[config.mk]
export PLATFORM = sky130hd
export DESIGN_NAME = univ_shift_reg
export DESIGN_NICKNAME = d
export VERILOG_FILES = /design/src/rtl/usr_pkg.sv /design/src/rtl/usr_burst_fsm.sv /design/src/rtl/univ_shift_reg.sv
export SDC_FILE = /design/constraint.sdc
export NUM_CORES = 1
export LEC_CHECK = 0
export ABC_AREA = 1
export CORE_ASPECT_RATIO = 1.5
export CORE_MARGIN = 10
export CORE_UTILIZATION = 50
export CTS_CLUSTER_DIAMETER = 50
export DETAILED_ROUTE_END_ITERATION = 12
export GPL_ROUTABILITY_DRIVEN = 1
export PLACE_DENSITY_LB_ADDON = 0.25
export SYNTH_ARGS = -nofsm -noshare
export SYNTH_HDL_FRONTEND = slang
export SYNTH_HIERARCHICAL = 1
export SYNTH_SLANG_ARGS = --single-unit
[constraint.sdc]
create_clock -name Clk -period 3.5 [get_ports Clk]
set_input_delay 0.35 -clock Clk [delete_from_list [all_inputs] [get_ports Clk]]
set_output_delay 0.35 -clock Clk [all_outputs]
set_load 0.03 [all_outputs]
[src/rtl/usr_pkg.sv]
// Shared definitions for the universal shift register: manual mode encoding
// and burst FSM state type.
package usr_pkg;

    localparam logic [1:0] MODE_HOLD = 2'b00;
    localparam logic [1:0] MODE_SHR  = 2'b01;
    localparam logic [1:0] MODE_SHL  = 2'b10;
    localparam logic [1:0] MODE_LOAD = 2'b11;

    typedef enum logic [1:0] {
        IDLE  = 2'b00,
        BURST = 2'b01,
        DONE  = 2'b10
    } state_t;

endpackage

[src/rtl/usr_burst_fsm.sv]
// Burst controller: runs a Count-long series of right shifts from one Start
// pulse, then raises Done for one enabled cycle.
module usr_burst_fsm
    import usr_pkg::*;
#(
    parameter int CNT_W = 4
) (
    input  logic             clk,
    input  logic             rst_n,
    input  logic             en,
    input  logic             start,
    input  logic [CNT_W-1:0] count,
    output logic             shr,
    output logic             ovr,
    output logic             busy,
    output logic             done
);

    state_t           state, state_nxt;
    logic [CNT_W-1:0] cnt, cnt_nxt;
    logic             busy_nxt, done_nxt;

    always_comb begin
        state_nxt = state;
        cnt_nxt   = cnt;
        busy_nxt  = busy;
        done_nxt  = done;
        case (state)
            IDLE: begin
                busy_nxt = 1'b0;
                done_nxt = 1'b0;
                if (start) begin
                    if (count != '0) begin
                        state_nxt = BURST;
                        cnt_nxt   = count;
                        busy_nxt  = 1'b1;
                    end else begin
                        state_nxt = DONE;
                        done_nxt  = 1'b1;
                    end
                end
            end
            BURST: begin
                cnt_nxt = cnt - 1'b1;
                // Last shift happens on this edge when one step remains.
                if (cnt <= 1) begin
                    cnt_nxt   = '0;
                    state_nxt = DONE;
                    busy_nxt  = 1'b0;
                    done_nxt  = 1'b1;
                end
            end
            DONE: begin
                state_nxt = IDLE;
                busy_nxt  = 1'b0;
                done_nxt  = 1'b0;
            end
            default: begin
                state_nxt = IDLE;
                cnt_nxt   = '0;
                busy_nxt  = 1'b0;
                done_nxt  = 1'b0;
            end
        endcase
    end

    always_ff @(posedge clk) begin
        if (!rst_n) begin
            state <= IDLE;
            cnt   <= '0;
            busy  <= 1'b0;
            done  <= 1'b0;
        end else if (en) begin
            state <= state_nxt;
            cnt   <= cnt_nxt;
            busy  <= busy_nxt;
            done  <= done_nxt;
        end
    end

    // Mode is masked on the Start edge and throughout BURST and DONE.
    assign shr = en && (state == BURST);
    assign ovr = (state != IDLE) || start;

endmodule

[src/rtl/univ_shift_reg.sv]
// Universal shift register (hold / shift right / shift left / load) with an
// autonomous right-shift burst. Define USR_ROTATE_EN to make bursts rotate.
module univ_shift_reg
    import usr_pkg::*;
#(
    parameter int WIDTH = 8,
    parameter int CNT_W = $clog2(WIDTH) + 1
) (
    input  logic             Clk,
    input  logic             _Reset,
    input  logic             En,
    input  logic [1:0]       Mode,
    input  logic [WIDTH-1:0] D,
    input  logic             SinL,
    input  logic             SinR,
    input  logic             Start,
    input  logic [CNT_W-1:0] Count,
    output logic [WIDTH-1:0] Q,
    output logic             SoutR,
    output logic             SoutL,
    output logic             Busy,
    output logic             Done
);

    logic             burst_shr;
    logic             mode_ovr;
    logic [WIDTH-1:0] q_nxt;
    logic             burst_fill;

    usr_burst_fsm #(
        .CNT_W (CNT_W)
    ) u_fsm (
        .clk   (Clk),
        .rst_n (_Reset),
        .en    (En),
        .start (Start),
        .count (Count),
        .shr   (burst_shr),
        .ovr   (mode_ovr),
        .busy  (Busy),
        .done  (Done)
    );

`ifdef USR_ROTATE_EN
    assign burst_fill = Q[0];
`else
    assign burst_fill = SinL;
`endif

    always_comb begin
        q_nxt = Q;
        if (burst_shr) begin
            q_nxt = {burst_fill, Q[WIDTH-1:1]};
        end else if (!mode_ovr) begin
            case (Mode)
                MODE_SHR:  q_nxt = {SinL, Q[WIDTH-1:1]};
                MODE_SHL:  q_nxt = {Q[WIDTH-2:0], SinR};
                MODE_LOAD: q_nxt = D;
                default:   q_nxt = Q;
            endcase
        end
    end

    always_ff @(posedge Clk) begin
        if (!_Reset) begin
            Q <= '0;
        end else if (En) begin
            Q <= q_nxt;
        end
    end

    assign SoutR = Q[0];
    assign SoutL = Q[WIDTH-1];

endmodule

==> results.txt <==
----------------------------------------------------
[Route]
  Average routed wire per standard cell ... 12.8 um
  First-pass iteration count of the detailed router ... 4
  Iteration-0 DRC Markers ... 29
  Detailed-route via count ... 1208
  Residual DRC ... 0
  Number of nets still failing antenna checks after routing ... 0
  Detailed Route WL ... 2.96 mm
  Vias per cell ... 5.23

[Yosys]
  Area share of the largest cell type after synthesis ... 0.276
  Distinct cell type count after synthesis ... 25
  Synthesized area per cell ... 6.37 um^2
  Sequential cell area fraction in the yosys report ... 0.276
  Summed instance area of the synthesized netlist ... 1160 um^2
  Synthesized instance count ... 182
  Top post-synthesis cells by area ... sky130_fd_sc_hd__dfxtp_1 28%, sky130_fd_sc_hd__nand2_1 15%, sky130_fd_sc_hd__nand3_1 10%, sky130_fd_sc_hd__nor2_1 6.8%, sky130_fd_sc_hd__a21oi_1 6.5%
  Yosys warns ... 6
  Post-synth net total ... 204
  Synth area leader ... sky130_fd_sc_hd__dfxtp_1
  Count of state elements after synthesis ... 16

[STA]
  Clk_skew ... 1.66 ps
  Final hold viol count ... 0
  RSZ-0062 raised after global routing ... false
  Total of endpoints with negative setup slack in the final report ... 0
  Slew headroom ... 0.540
  Aggregate negative setup slack ... 0 ps
  Post-route minimum period ... 2250 ps
  Share of the clock period used by the worst path ... 0.642
  Slew of the pin with the lowest slew margin ... 687 ps
  Count of final max-slew check failures ... 0
  Fmax ... 445 MHz

[Die]
  Die Wd ... 59.3 um
  Die Area ... 4680 um^2
  Initial core utilization ... 0.519
  # IOs ... 32
  Row count ... 21
  Die height ... 79.0 um
  Core ar. ... 2230 um^2

[Setup path]
  Cell family with most CP delay ... simple AND/OR/NAND/NOR gates
  Largest driver fanout on the critical path ... 13
  Worst Path Required ... 3720 ps
  Dominant cell type by count on the critical path ... sky130_fd_sc_hd__nand2_1
  Delay of the slowest critical-path stage ... 810 ps
  Arrival time reported for the critical path endpoint ... 2470 ps
  Cell type of the slowest stage on the worst timing path ... sky130_fd_sc_hd__clkdlybuf4s50_1
  Critical path launch point type ... input pin
  Buffers plus inverters on the worst setup path ... 3
  Cell Chain, Critical Path ... clkdlybuf4s50_1, inv_1, nor2_1, inv_4, nand2_1, nand3_4, nand2_1, nand2_1, nor2_1
  Worst setup path class ... input pin to flop
  Type of destination of the critical path ... flop

[Placement]
  Cells after DPL ... 228
  # port buffers ... 31
  HPWL Detailed ... 2.42 mm
  RePlAce Congestion ... 0.877

[Global route]
  Global-route usage over all layers ... 0.129
  Overflow after GRT ... 0
  Largest net degree at the start of global routing ... 20
  Number of global-route vias before repair ... 1190
  Antenna violations before repair ... 0
  Global routing met2 resource utilization ... 0.237
  Global-route wire length before repair ... 4.97 mm
  GRT busiest layer ... met2
  Met3 Track Usage GR ... 0.0350
  Global Route met1 Usage ... 0.122

[Clocking]
  Quantity of gates resized following cts ... 0
  Post-CTS setup buffers ... 0
  CTS buffer count ... 3
  Root buffer selected by CTS ... sky130_fd_sc_hd__clkbuf_4
  Worst skew pair latency ... 280 ps
  Number of buffers on the longest clock path ... 2
  Number of buffers inserted for hold repair after clock tree synthesis ... 0
  Clock-pin slew on the worst setup and hold paths ... 90 ps
  TritonCTS clock tree ... done
  Clock sinks ... 16
  Deepest level of the CTS H-tree ... 1

[Pwr]
  Worst IR Drop VDD ... 0.234 mV
  Combinational power share ... 0.367
  Switching power of the nets ... 0.000170 W
  Switching part of the total power ... 0.354
  Internal Power ... 0.000310 W
  Leakage component of the power ... 0.620 nW
  Areal power density over the cells ... 332 nW/um^2
  Part of the total power dissipated in sequential elements ... 0.438
  Part of the total power dissipated in the clock network ... 0.195

[Cells and area]
  Area Growth Syn to Fin ... 24.8%
  Leading cell type in the layout, fill and taps excluded ... sky130_fd_sc_hd__nand2_1
  Most frequent cells in the layout ... 47 x sky130_fd_sc_hd__nand2_1, 31 x sky130_fd_sc_hd__clkdlybuf4s50_1, 24 x sky130_fd_sc_hd__nand3_1, 21 x sky130_fd_sc_hd__nor2_1, 17 x sky130_fd_sc_hd__inv_1
  Number of diodes added for antenna fixing ... 0
  Layout Cells excl Fill ... 231
  Layout cells sized above 1 ... 0.135
  Number of nets in the finished design ... 232

[Run]
  Max Cap Violations ... 0

[Hold path]
  Worst Hold Class ... flop to flop

[Status]
  Outcome ... finished clean

----------------------------------------------------
per-stage QoR:
stage,utilization,hold slack [ps],worst slack [ps],area (um^2),total power [W]
floorplan,-,458,2170,1160,0.000334
global placement,0.638,457,1110,1420,0.000386
detailed placement,0.638,460,974,1420,0.000391
CTS,0.648,474,1270,1450,0.000487
global route,0.648,499,1090,1450,0.000517
finish,0.648,472,1250,1450,0.000480
layout make-up:
cell class	instances	area [um^2]
multi-input cells	135	672
well taps	23	28.8
flip-flops and latches	16	320
clock buffers	3	22.5
repair buffers	31	310
inverters	23	92.6
fillers	204	787
per-layer routing:
layer  vias up  routed length (um)
li1        625                   -
met1       546                1150
met2        29                1520
met3         8                 207
met4         0                  76
met5         -                   0
cell usage after synthesis:
library cell / count
sky130_fd_sc_hd__nand2_1: 47
sky130_fd_sc_hd__nand3_1: 24
sky130_fd_sc_hd__nor2_1: 21
sky130_fd_sc_hd__inv_1: 17
sky130_fd_sc_hd__dfxtp_1: 16
sky130_fd_sc_hd__a21oi_1: 15
sky130_fd_sc_hd__nand2_2: 6
sky130_fd_sc_hd__nor2_2: 5
sky130_fd_sc_hd__o21ai_1: 5
sky130_fd_sc_hd__buf_6: 3
sky130_fd_sc_hd__inv_2: 3
sky130_fd_sc_hd__a21oi_2: 2
sky130_fd_sc_hd__buf_2: 2
sky130_fd_sc_hd__buf_4: 2
sky130_fd_sc_hd__ha_1: 2
sky130_fd_sc_hd__inv_4: 2
sky130_fd_sc_hd__nand3_2: 2
sky130_fd_sc_hd__buf_8: 1
sky130_fd_sc_hd__clkinv_2: 1
sky130_fd_sc_hd__nand2_4: 1
sky130_fd_sc_hd__nand3_4: 1
sky130_fd_sc_hd__nand3b_2: 1
sky130_fd_sc_hd__o21ai_2: 1
sky130_fd_sc_hd__o21bai_1: 1
sky130_fd_sc_hd__xnor2_1: 1
state kept, by name, indices dropped and copies added (netlist names):
name	flops
Q	8
u_fsm/busy	1
u_fsm/cnt	4
u_fsm/done	1
u_fsm/state	2
power by group through the flow:
| stage | Sequential [W] | Clock, W | Combinational (W) |
|---|---|---|---|
| global route | 0.000212 | 0.000109 | 0.000196 |
| floorplan | 0.000229 | 0 | 0.000105 |
| CTS | 0.000210 | 0.0000991 | 0.000178 |
| finish | 0.000210 | 0.0000938 | 0.000176 |
| detailed placement | 0.000215 | 0 | 0.000177 |
| global placement | 0.000214 | 0 | 0.000172 |
cell families after synthesis:
family	Yosys count	share of synthesized area
AO/OA/AOI/OAI	24	0.116
flip-flops	16	0.276
AND/OR/NAND/NOR	108	0.435
buffers and inverters	31	0.144
XOR/XNOR	1	0.00756
adder cells (fa/ha/maj)	2	0.0216
final timing paths:
path,startpoint,slack (ps),cells after the start,to
setup / recovery,En,1250,9,Q[3]
hold reg to reg,u_fsm/busy,470,2,u_fsm/busy
hold / removal,u_fsm/busy,470,2,u_fsm/busy
setup reg to reg,u_fsm/state[0],1620,10,Q[3]
worst register-to-register path, delay by kind of cell (launching register included):
kind / cells / cell delay [ps]
and+or+nand+nor: 7 / 1180
DFF: 1 / 410
buffers and inverters: 3 / 240
No activity file was read; power rests on OpenSTA's default activity.
